==> src/rtl/uart_tx_mmio.sv <==
// Memory-mapped 8N1 UART transmitter on the core data bus: TX FIFO, baud counter and frame FSM.
// Register window: TXDATA (push), STATUS, BAUDDIV, reserved; reads are combinational.
module uart_tx_mmio #(
    parameter logic [31:0] BASE_ADDR   = 32'h0000_0100,
    parameter int unsigned FIFO_DEPTH  = 4,
    parameter int unsigned DEFAULT_DIV = 16
) (
    input  logic        clk,
    input  logic        rst,
    input  logic [31:0] A_mem,
    input  logic [31:0] DataIP,
    input  logic        MemRW,
    output logic [31:0] D_read,
    output logic        tx
);

    localparam int unsigned PTR_W = (FIFO_DEPTH > 1) ? $clog2(FIFO_DEPTH) : 1;
    localparam int unsigned CNT_W = $clog2(FIFO_DEPTH + 1);
    localparam int unsigned DIV_W = 16;

    typedef enum logic [1:0] {ST_IDLE, ST_START, ST_DATA, ST_STOP} state_t;

    logic [7:0]       fifo_mem [FIFO_DEPTH];
    logic [PTR_W-1:0] wr_ptr, rd_ptr;
    logic [CNT_W-1:0] count;
    logic             overflow;
    logic [DIV_W-1:0] baud_div;

    state_t           state, state_nxt;
    logic [DIV_W-1:0] baud_cnt, cnt_nxt;
    logic [2:0]       bit_idx, idx_nxt;
    logic [7:0]       shift, shift_nxt;
    logic             tx_nxt;

    logic       hit_c, wr_c, push_req_c, push_ok_c, pop_c, full_c, empty_c;
    logic [1:0] offset_c;
    logic [DIV_W-1:0] reload_c;
    logic       unused_c;

    // Address decode and FIFO flags
    assign hit_c      = (A_mem[31:4] == BASE_ADDR[31:4]);
    assign offset_c   = A_mem[3:2];
    assign wr_c       = hit_c && MemRW;
    assign push_req_c = wr_c && (offset_c == 2'd0);
    assign full_c     = (count == CNT_W'(FIFO_DEPTH));
    assign empty_c    = (count == '0);
    assign push_ok_c  = push_req_c && (!full_c || pop_c);
    assign reload_c   = baud_div - DIV_W'(1);
    assign unused_c   = ^{DataIP[31:16], A_mem[1:0]};

    // Frame FSM: next state, counter reloads, shift register and registered tx value
    always_comb begin
        state_nxt = state;
        cnt_nxt   = baud_cnt;
        idx_nxt   = bit_idx;
        shift_nxt = shift;
        tx_nxt    = tx;
        pop_c     = 1'b0;
        case (state)
            ST_IDLE: begin
                tx_nxt = 1'b1;
                if (!empty_c) begin
                    pop_c     = 1'b1;
                    shift_nxt = fifo_mem[rd_ptr];
                    tx_nxt    = 1'b0;
                    cnt_nxt   = reload_c;
                    state_nxt = ST_START;
                end
            end
            ST_START: begin
                if (baud_cnt != '0) begin
                    cnt_nxt = baud_cnt - DIV_W'(1);
                end else begin
                    state_nxt = ST_DATA;
                    idx_nxt   = 3'd0;
                    tx_nxt    = shift[0];
                    shift_nxt = {1'b0, shift[7:1]};
                    cnt_nxt   = reload_c;
                end
            end
            ST_DATA: begin
                if (baud_cnt != '0) begin
                    cnt_nxt = baud_cnt - DIV_W'(1);
                end else if (bit_idx == 3'd7) begin
                    state_nxt = ST_STOP;
                    tx_nxt    = 1'b1;
                    cnt_nxt   = reload_c;
                end else begin
                    idx_nxt   = bit_idx + 3'd1;
                    tx_nxt    = shift[0];
                    shift_nxt = {1'b0, shift[7:1]};
                    cnt_nxt   = reload_c;
                end
            end
            ST_STOP: begin
                if (baud_cnt != '0) begin
                    cnt_nxt = baud_cnt - DIV_W'(1);
                end else if (!empty_c) begin
                    // Next byte starts immediately so frames stay contiguous
                    pop_c     = 1'b1;
                    shift_nxt = fifo_mem[rd_ptr];
                    tx_nxt    = 1'b0;
                    cnt_nxt   = reload_c;
                    state_nxt = ST_START;
                end else begin
                    tx_nxt    = 1'b1;
                    state_nxt = ST_IDLE;
                end
            end
            default: begin
                tx_nxt    = 1'b1;
                state_nxt = ST_IDLE;
            end
        endcase
    end

    // FSM state register
    always_ff @(posedge clk or posedge rst) begin
        if (rst) begin
            state    <= ST_IDLE;
            baud_cnt <= '0;
            bit_idx  <= '0;
            shift    <= '0;
            tx       <= 1'b1;
        end else begin
            state    <= state_nxt;
            baud_cnt <= cnt_nxt;
            bit_idx  <= idx_nxt;
            shift    <= shift_nxt;
            tx       <= tx_nxt;
        end
    end

    // FIFO storage; contents are don't-care until pushed
    always_ff @(posedge clk) begin
        if (push_ok_c) fifo_mem[wr_ptr] <= DataIP[7:0];
    end

    // FIFO pointers, count, overflow flag and baud divisor
    always_ff @(posedge clk or posedge rst) begin
        if (rst) begin
            wr_ptr   <= '0;
            rd_ptr   <= '0;
            count    <= '0;
            overflow <= 1'b0;
            baud_div <= DIV_W'(DEFAULT_DIV);
        end else begin
            if (push_ok_c) wr_ptr <= wr_ptr + PTR_W'(1);
            if (pop_c)     rd_ptr <= rd_ptr + PTR_W'(1);
            case ({push_ok_c, pop_c})
                2'b10:   count <= count + CNT_W'(1);
                2'b01:   count <= count - CNT_W'(1);
                default: count <= count;
            endcase
            if (push_req_c && !push_ok_c) begin
                overflow <= 1'b1;
            end else if (wr_c && (offset_c == 2'd1) && DataIP[3]) begin
                overflow <= 1'b0;
            end
            if (wr_c && (offset_c == 2'd2)) begin
                baud_div <= (DataIP[15:0] < DIV_W'(2)) ? DIV_W'(2) : DataIP[15:0];
            end
        end
    end

    // Combinational read mux
    always_comb begin
        D_read = 32'h0;
        if (hit_c) begin
            case (offset_c)
                2'd1:    D_read = {16'h0, 8'(count), 4'h0, overflow, empty_c, full_c,
                                   (state != ST_IDLE)};
                2'd2:    D_read = {16'h0, baud_div};
                default: D_read = 32'h0;
            endcase
        end
    end

endmodule

==> config.mk <==
export PLATFORM = sky130hd
export DESIGN_NAME = uart_tx_mmio
export DESIGN_NICKNAME = d
export VERILOG_FILES = /design/src/rtl/uart_tx_mmio.sv
export SDC_FILE = /design/constraint.sdc
export NUM_CORES = 1
export LEC_CHECK = 0
export BUFFER_PORTS_ARGS = -buffer_cell sky130_fd_sc_hd__buf_2
export CORE_MARGIN = 3
export CORE_UTILIZATION = 30
export CTS_BUF_LIST = sky130_fd_sc_hd__clkbuf_4
export DETAILED_ROUTE_END_ITERATION = 16
export MAX_ROUTING_LAYER = met4
export SYNTH_ARGS = -nofsm -noshare
export SYNTH_HDL_FRONTEND = slang
export SYNTH_SLANG_ARGS = --single-unit
export TNS_END_PERCENT = 10
==> constraint.sdc <==
create_clock -name clk -period 5.8 [get_ports clk]
set_clock_uncertainty 0.1 [all_clocks]
set_input_delay 1.16 -clock clk [delete_from_list [all_inputs] [get_ports clk]]
set_output_delay 1.16 -clock clk [all_outputs]
set_load 0.01 [all_outputs]
# Word-level counts from Yosys, hierarchy flattened
# Memory sizes are Yosys's and may differ from the RTL's.
# Index checks and enable logic that the tools add are counted.
[classes] add_sub_neg=7 magnitude_cmp=1 eq_ne=16 reduce_logical=23 mux=38
[op_table] operator="16-bit two-way mux" count=5
[op_table] operator="16-bit one-hot mux with 3 select lines" count=1
[op_table] operator="8-bit two-way mux" count=5
[op_table] operator="16-bit one-hot mux with 2 select lines" count=1
[op_table] operator="8-bit one-hot mux with 4 select lines" count=1
[op_table] operator="16-bit by 1-bit subtractor with 16-bit output (second input constant)" count=2
[op_table] operator="28-bit by 5-bit equality test with 1-bit output (second input constant)" count=1
[op_table] operator="16-bit by 2-bit < comparator with 1-bit output (second input constant)" count=1
[op_table] operator="16-bit nonzero test" count=1
[op_table] operator="1-bit two-way mux" count=12
[op_table] operator="2-bit inequality test (second input constant)" count=6
[op_table] operator="3-bit one-hot mux with 2 select lines" count=2
[op_table] operator="2-bit two-way mux" count=5
[op_table] operator="3-bit two-way mux" count=3
[op_table] operator="2-bit equality test (second input constant)" count=4
[op_table] operator="2-bit one-hot mux with 4 select lines" count=1
[op_table] operator="4-bit AND reduction" count=2
[op_table] operator="2-bit nonzero test" count=4
[op_table] operator="1-bit logical AND" count=7
[op_table] operator="3-bit by 1-bit adder with 3-bit output (second input constant)" count=2
[op_table] operator="2-bit by 1-bit equality test with 1-bit output (second input constant)" count=3
[op_table] operator="3-bit equality test (second input constant)" count=2
[op_table] operator="5-bit AND reduction" count=1
[op_table] operator="2-bit by 1-bit adder with 2-bit output (second input constant)" count=2
[op_table] operator="9 further kinds" count=11
[word_totals] in_bits=67 ram_bits=32 out_inout_bits=33 mem_count=1 register_bits=54
[mem_list] memory="fifo_mem" words=4 width=8 rd=1 rd_clocked_by_memory_dff=0 wr=1 line="23" text="logic [7:0] fifo_mem [FIFO_DEPTH];"

# Longest topological paths before layout
# Gate-level depths: netlist of run 1.
[depth] word_depth=9 depth_mapped=12 ltp_nobuf=10

# Worst setup path after synthesis of run 1
# OpenSTA, ideal clock, no wires.
[synth_timing] path_kind="in2out" startpoint="input A_mem[6]" endpoint="output D_read[0]" path_stages=6 t_arrival_ps=2317 setup_slack_ps=2223 n_path_buf=1 required_ps=4540 path_cell_list="nor4b_1 nand4_1 nor2_1 clkbuf_1 nand2_1 nor2_1"
[synth_via] elab_chain_cells=2
[synth_lines] item="start, declared" line="10" text="input logic [31:0] A_mem,"
[synth_lines] item="28-bit by 5-bit equality test with 1-bit output" line="41" text="assign hit_c = (A_mem[31:4] == BASE_ADDR[31:4]);"
[synth_lines] item="16-bit two-way mux" line="169" text="if (hit_c) begin"
[synth_lines] item="end, declared" line="13" text="output logic [31:0] D_read,"
# Every way passes these cells.

# Worst setup path after layout of run 1
[layout_timing] startpoint="input A_mem[13]" endpoint="output D_read[2]"
# Same word-level chain as after synthesis.

==> impl_results.md, run 1 <==
* Num CTS Buffers at 9
* First-pass GRT wire length at 20,300 um
* Synthesized area at 5000 um2
* Number of global-route vias before repair at 3,940
* Post-synthesis adder-cell area fraction at 0.0440
* Final hold vios at 0
* Root cell of the clock tree: clkbuf_4
* Routed via count at 3,980
* Worst path slowest cell: nor2_1
* DR pass1 iterations at 5
* Mux cell area share after synthesis at 0.0782
* Tcrit/Tclk final at 0.747
* Post-synth top cells: dfrtp_1 (52), nor2_1 (44), nand2_1 (35)
* GRT Util Overall at 0.146
* Hold slack at 422 ps
* Slew margin rel. at 0.414
* Worst-path maximum fanout at 12
* Post-synth EDFFs at 32
* Maximum vdd drop at 78.3 uV
* Setup CP Type: in -> out
* Buf+Inv Stages, Crit Path at 2
* Initial cell density of the core at 0.311
* RSZ-0062 raised after global routing: false
* CTS resizes at 0
* Synth async-reset ratio at 0.628
* Synth Flop Type: dfrtp_1
* Setup TNS at 0 ps
* Internal power at ~800 uW
* CTS tree: yes
* PortBufs at between 60 and 70
* Final setup viols at 0
* Syn Area/Cell at 10.3 um2
* Outcome: complete, no violations
* HP Class: reg -> reg
* XOR/XNOR Fraction of Synth Area at 0.0455
* Via/cell ratio at 5.22
* Setup bufs post-CTS at 0
* Reg-to-reg slack, setup at 2050 ps
* Util after Layout at 0.346
* Switching share of power at 0.275
* Die area at 18,300 um2
* Hold_buf cts at 0
* Clk buf depth at 2
* Worst path max stage delay at 700 ps
* GRT overflow at 0
* Actual slew at the worst max-slew pin at 879 ps
* Power per Cell Area at 198 nW/um2
* Seq/Total Area, Yosys at 0.462
* Cell taking the most area after synthesis: dfrtp_1
* Compound-Gate Fraction of Synth Area at 0.146
* DP Area at 5460 um2
* Cell with the most instances after synthesis: dfrtp_1
* Cell count after synthesis at 487
* Crit end category: primary output
* Flop and latch count out of synthesis at 86
* Clk sinks at 86
* Die width at ~140 um
* Antenna viol nets, final at 0
* Final instance area at 5580 um2
* Cell Rows at 46
* WP data required at 4540 ps
* Crit path max-delay family: simple AND/OR/NAND/NOR gates
* Seq pwr share at 0.630
* Clk_lat worst skew at ~460 ps
* Proportion of power drawn by combinational gates at 0.091
* Largest family of logic cells by synthesized area: simple AND/OR/NAND/NOR gates
* Max-cap violation count at 0
* Distinct cell type count after synthesis at 66
* Clock Power Share at 0.278
* Starting DRC count in detailed routing at 382
* Post-layout min period at 4330 ps
* H-tree depth at 3
* Final GP Congestion at approximately 0.86
* Upper clock frequency limit at 231 MHz
* Switching Power at 305 uW
* Worst path cell trace: buf_2 -> nor4_1 -> nand4_1 -> nor2_1 -> nand2_1 -> nor2_1 -> buf_2
* Height of the die at 135 um
* Fin cells at 762
* Area grow syn2layout at 11.4%
* Startpoint types: input pin
* Mean routed wirelength per cell at 16.7 um
* Layout cells sized above 1 at 0.222
* Drt drc at 0
* Pin count of the biggest net entering global routing at 55
* LEAKAGE at between 2 and 2.5 nW
* Initial antenna violation count at 1
* Worst-path clk slew at 130 ps
* Count of pins over their slew limit at 0
* IO Count at 100
* Yosys top cell area share at 0.260
* Placed insts at between 700 and 800
* Final WL at 12,700 um
* Arr. time, crit path at about 3100 ps
* Simple-gate share of the synthesized area at 0.160
* Placeable Area at 16,100 um2
* Area contributors post-synth: dfrtp_1 (26%), edfxtp_1 (19%), ha_1 (4.0%), mux2_2 (3.6%), mux4_2 (3.6%)
* Ys Warns at 0
* Nets at ~620
* Dpl hpwl at ~9200 um
power by group through the flow:
stage                     combinational [mW]  sequential (mW)  clock [mW]
after CTS                              0.104            0.698       0.316
after detailed placement               0.104            0.710           0
after global placement                0.0991            0.707           0
final                                  0.101            0.697       0.308
after global routing                   0.116            0.704       0.341
after floorplan                       0.0762            0.700           0
layout by cell type, fill, tap and decap left out, types with 9 or more instances in the layout:
master / synthesis / layout
inv_1: 20 / 19
nand2_1: 35 / 35
dfrtp_1: 52 / 52
nor3_1: 11 / 11
o21ai_0: 25 / 25
a31oi_1: 10 / 10
and3_1: 11 / 11
clkbuf_4: 0 / 9
a22oi_1: 10 / 10
mux2_2: 16 / 16
nor2_1: 44 / 44
a21oi_1: 22 / 22
nor4_1: 16 / 16
edfxtp_1: 32 / 32
conb_1: 1 / 16
xnor2_1: 16 / 16
buf_2: 3 / 65
ha_1: 16 / 16
xor2_1: 10 / 10
routing by layer:
layer,wire (um),up-vias,global-route usage
met2,5750,149,0.217
met4,282,0,0.0571
met3,793,19,0.0264
met5,0,-,-
li1,-,1860,-
met1,5890,1952,0.199
state kept, by name, indices dropped and copies added (netlist names):
signal and count:
bit_idx 3, baud_div 16, overflow 1, count 3, state 2, shift 8
wr_ptr 2, fifo_mem 32, baud_cnt 16, rd_ptr 2, tx 1
worst register-to-register path, stage by stage (launching register included):
cell	delay (ps)
dfrtp_1	450
inv_1	110
ha_1	200
or3b_2	550
or3_1	500
nor3_1	630
nor2_1	210
a21oi_4	250
and2_1	430
metrics by stage:
step                worst slack [ps]  power, mW
floorplan                       2220      0.776
global placement                1570      0.806
detailed placement              1460      0.814
CTS                             1460       1.12
global route                    1190       1.16
finish                          1470       1.11
cell families (layout without fill, tap and decap cells):
group	Yosys count	after routing
AOI/OAI and AO/OA	108	108
xor gates and xnor gates	26	26
adders and majority gates	17	17
buffers and inverters	64	107
DFF	86	86
muxes	27	27
other	1	17
and+or+nand+nor	158	158
cell type report:
class | instances | area, um2
fill | 1652 | 10500
sequential | 86 | 2310
antenna | 1 | 2.50
multi-input combinational | 352 | 2430
clock buffer | 9 | 67.6
clock inverter | 7 | 48.8
inverter | 22 | 82.6
tap | 216 | 270
timing repair buffer | 69 | 355
worst paths after layout:
check	from	end	cells after the start
min	overflow	overflow	1
max	A_mem[13]	D_read[2]	7
min reg2reg	overflow	overflow	1
max in group asynchronous	rst	baud_cnt[9]	3
min in group asynchronous	rst	baud_div[6]	3
max reg2reg	baud_cnt[0]	fifo_mem[0][3]	8
(Power assumes the default switching activity.)
==> run 2: changes to the inputs <==
==> constraint.sdc (replaced) <==
create_clock -name clk -period 4.17 [get_ports clk]
set_clock_uncertainty 0.1 [all_clocks]
set_input_delay 0.834 -clock clk [delete_from_list [all_inputs] [get_ports clk]]
set_output_delay 0.834 -clock clk [all_outputs]
set_load 0.01 [all_outputs]
==> impl_results.md, run 2 (synthesis gave the netlist of run 1 again) <==
* Outcome: complete, no violations
* Top Registers: fifo_mem (32), baud_cnt (16), baud_div (16)
* Commonest non-fill, non-tap cell in the layout: buf_2
* Worst Setup SP: baud_cnt[0]
* Clk_lat worst skew at 450 ps (about the same)
* IO Count at 100 (unchanged)
* DP Area at 5490 um2 (+0.69%)
* CTS tree: yes
* DR pass1 iterations at 4 (-1)
* Post-layout min period at 3430 ps
* Reg-to-reg slack, setup at 740 ps (-1310 ps)
* Final setup viols at 0 (unchanged)
* Crit end category: flop
* Setup bufs post-CTS at 0 (unchanged)
* Crit path max-delay family: simple AND/OR/NAND/NOR gates
* GRT Util Overall at 0.148 (+0.00189)
* Leading cell types in the layout, fill and taps excluded: buf_2 (65), dfrtp_1 (52), nor2_1 (44)
* First-pass GRT wire length at 20,700 um (+2.0%)
* Number of global-route vias before repair at 3,988 (+1.2%)
* Largest Register: fifo_mem
* Worst r2r src: baud_cnt[0]
* Startpoint types: flop
* Worst path max stage delay at 550 ps (-150 ps)
* Hold_sp: overflow
* Tcrit/Tclk final at 0.824
* Pin count of the biggest net entering global routing at 44 (-20%)
* R2R depth at 9 (+1)
* Final instance area at 5690 um2 (+2.0%)
* Largest register FFs at 32 (unchanged)
* Nets at 629 (+0.80%)
* Initial cell density of the core at 0.311 (unchanged)
* Actual slew at the worst max-slew pin at 907 ps (+28.6 ps)
* Pwr Total at 1.73 mW (+56%)
* Die area at 18,300 um2 (unchanged)
* Maximum vdd drop at 112 uV (+43%)
* Count of pins over their slew limit at 0 (unchanged)
* R2R Path End: fifo_mem[1][4]
* Via/cell ratio at 5.23 (+0.12%)
* Root cell of the clock tree: clkbuf_4
* Placeable Area at 16,100 um2 (unchanged)
* Cell Rows at 46 (unchanged)
* Final GP Congestion at 0.833 (-3.5%)
* Buf+Inv Stages, Crit Path at 2 (unchanged)
* Util after Layout at 0.353 (+0.00691)
* FILL cells at 1,636 (-0.97%)
* PortBufs at 65 (unchanged)
* Mean routed wirelength per cell at 16.7 um (about the same)
* Num CTS Buffers at 9 (unchanged)
* Arr. time, crit path at 3440 ps (+370 ps)
* Worst-path clk slew at 140 ps (about the same)
* HP Class: reg -> reg
* Antenna viol nets, final at 0 (unchanged)
* Starting DRC count in detailed routing at 339 (-11%)
* Worst-path maximum fanout at 8 (-4)
* Area grow syn2layout at 13.6%
* Hold_buf cts at 0 (unchanged)
* Drt drc at 0 (unchanged)
* Setup TNS at 0 ps (unchanged)
* CP endpoint: fifo_mem[1][4]
* Final hold vios at 0 (unchanged)
* Levels on crit path at 9 (+2)
* Slew margin rel. at 0.394 (-0.0200)
* Height of the die at 135 um (unchanged)
* Final WL at 12,800 um (+0.72%)
* GRT overflow at 0 (unchanged)
* H-tree depth at 3 (unchanged)
* Upper clock frequency limit at roughly 290 MHz
* Clk sinks at 86 (unchanged)
* Max-cap violation count at 0 (unchanged)
* Initial antenna violation count at 1 (unchanged)
* Die width at 135 um (unchanged)
* WP data required at 4180 ps (-360 ps)
* Layout cells sized above 1 at 0.229 (+0.00707)
* Power per Cell Area at 304 nW/um2 (+53%)
* Worst path cell trace: inv_1 -> ha_1 -> or3b_2 -> or3_1 -> nor3_1 -> buf_4 -> nor2_1 -> a21oi_4 -> and2_1
* LEAKAGE at 2.41 nW (+2.6%)
* Setup CP Type: reg -> reg
* Dpl hpwl at 9420 um (+1.8%)
* CTS resizes at 0 (unchanged)
* RSZ-0062 raised after global routing: false
* Worst path slowest cell: or3b_2
* Routed via count at 4,011 (+0.78%)
* Clk buf depth at 2 (unchanged)
[run 2: cell types whose count changed in the layout (fill, tap and decap cells not counted), sizes merged]
| cell | previous run | this run |
|---|---|---|
| clkinvlp | 1 | 0 |
| buf | 69 | 74 |
| bufinv | 0 | 3 |
| clkbuf | 9 | 11 |
| clkinv | 7 | 3 |
[run 2: worst min path at each step]
stage               slack [ps]        to  depth (start not counted)
floorplan                  370  overflow                          1
global placement           390  overflow                          1
detailed placement         390  overflow                          1
CTS                        430  overflow                          1
global route               460        tx                          2
finish                     430  overflow                          1
[run 2: final cells by class]
type / count / area, um2 / share of cell area
multi-input cells: 352 / 2430 / 0.428
flip-flops and latches: 86 / 2310 / 0.407
repair buffers: 74 / 393 / 0.0691
well taps: 216 / 270 / 0.0475
clock inverters: 5 / 108 / 0.0189
clock buffers: 11 / 82.6 / 0.0145
inverters: 22 / 82.6 / 0.0145
diodes: 1 / 2.50 / 0.000440
[run 2: power by group]
group | internal [mW] | switching, mW | total, mW
Combinational | 0.0650 | 0.0773 | 0.142
Sequential | 0.927 | 0.0409 | 0.968
Clock | 0.320 | 0.298 | 0.618
[run 2: routing by layer]
layer | vias to the layer above | GRT usage | part of all wire
li1 | 1870 | - | -
met1 | 1952 | 0.204 | 0.47
met2 | 167 | 0.218 | 0.44
met3 | 22 | 0.0275 | 0.069
met4 | 0 | 0.0532 | 0.021
met5 | - | - | 0
[run 2: metrics by stage]
stage,setup WS [ps],std cells,hold slack [ps]
final,735,767,427
after detailed placement,721,750,390
after floorplan,1040,502,367
after global routing,486,767,460
after CTS,691,766,428
after global placement,810,750,390
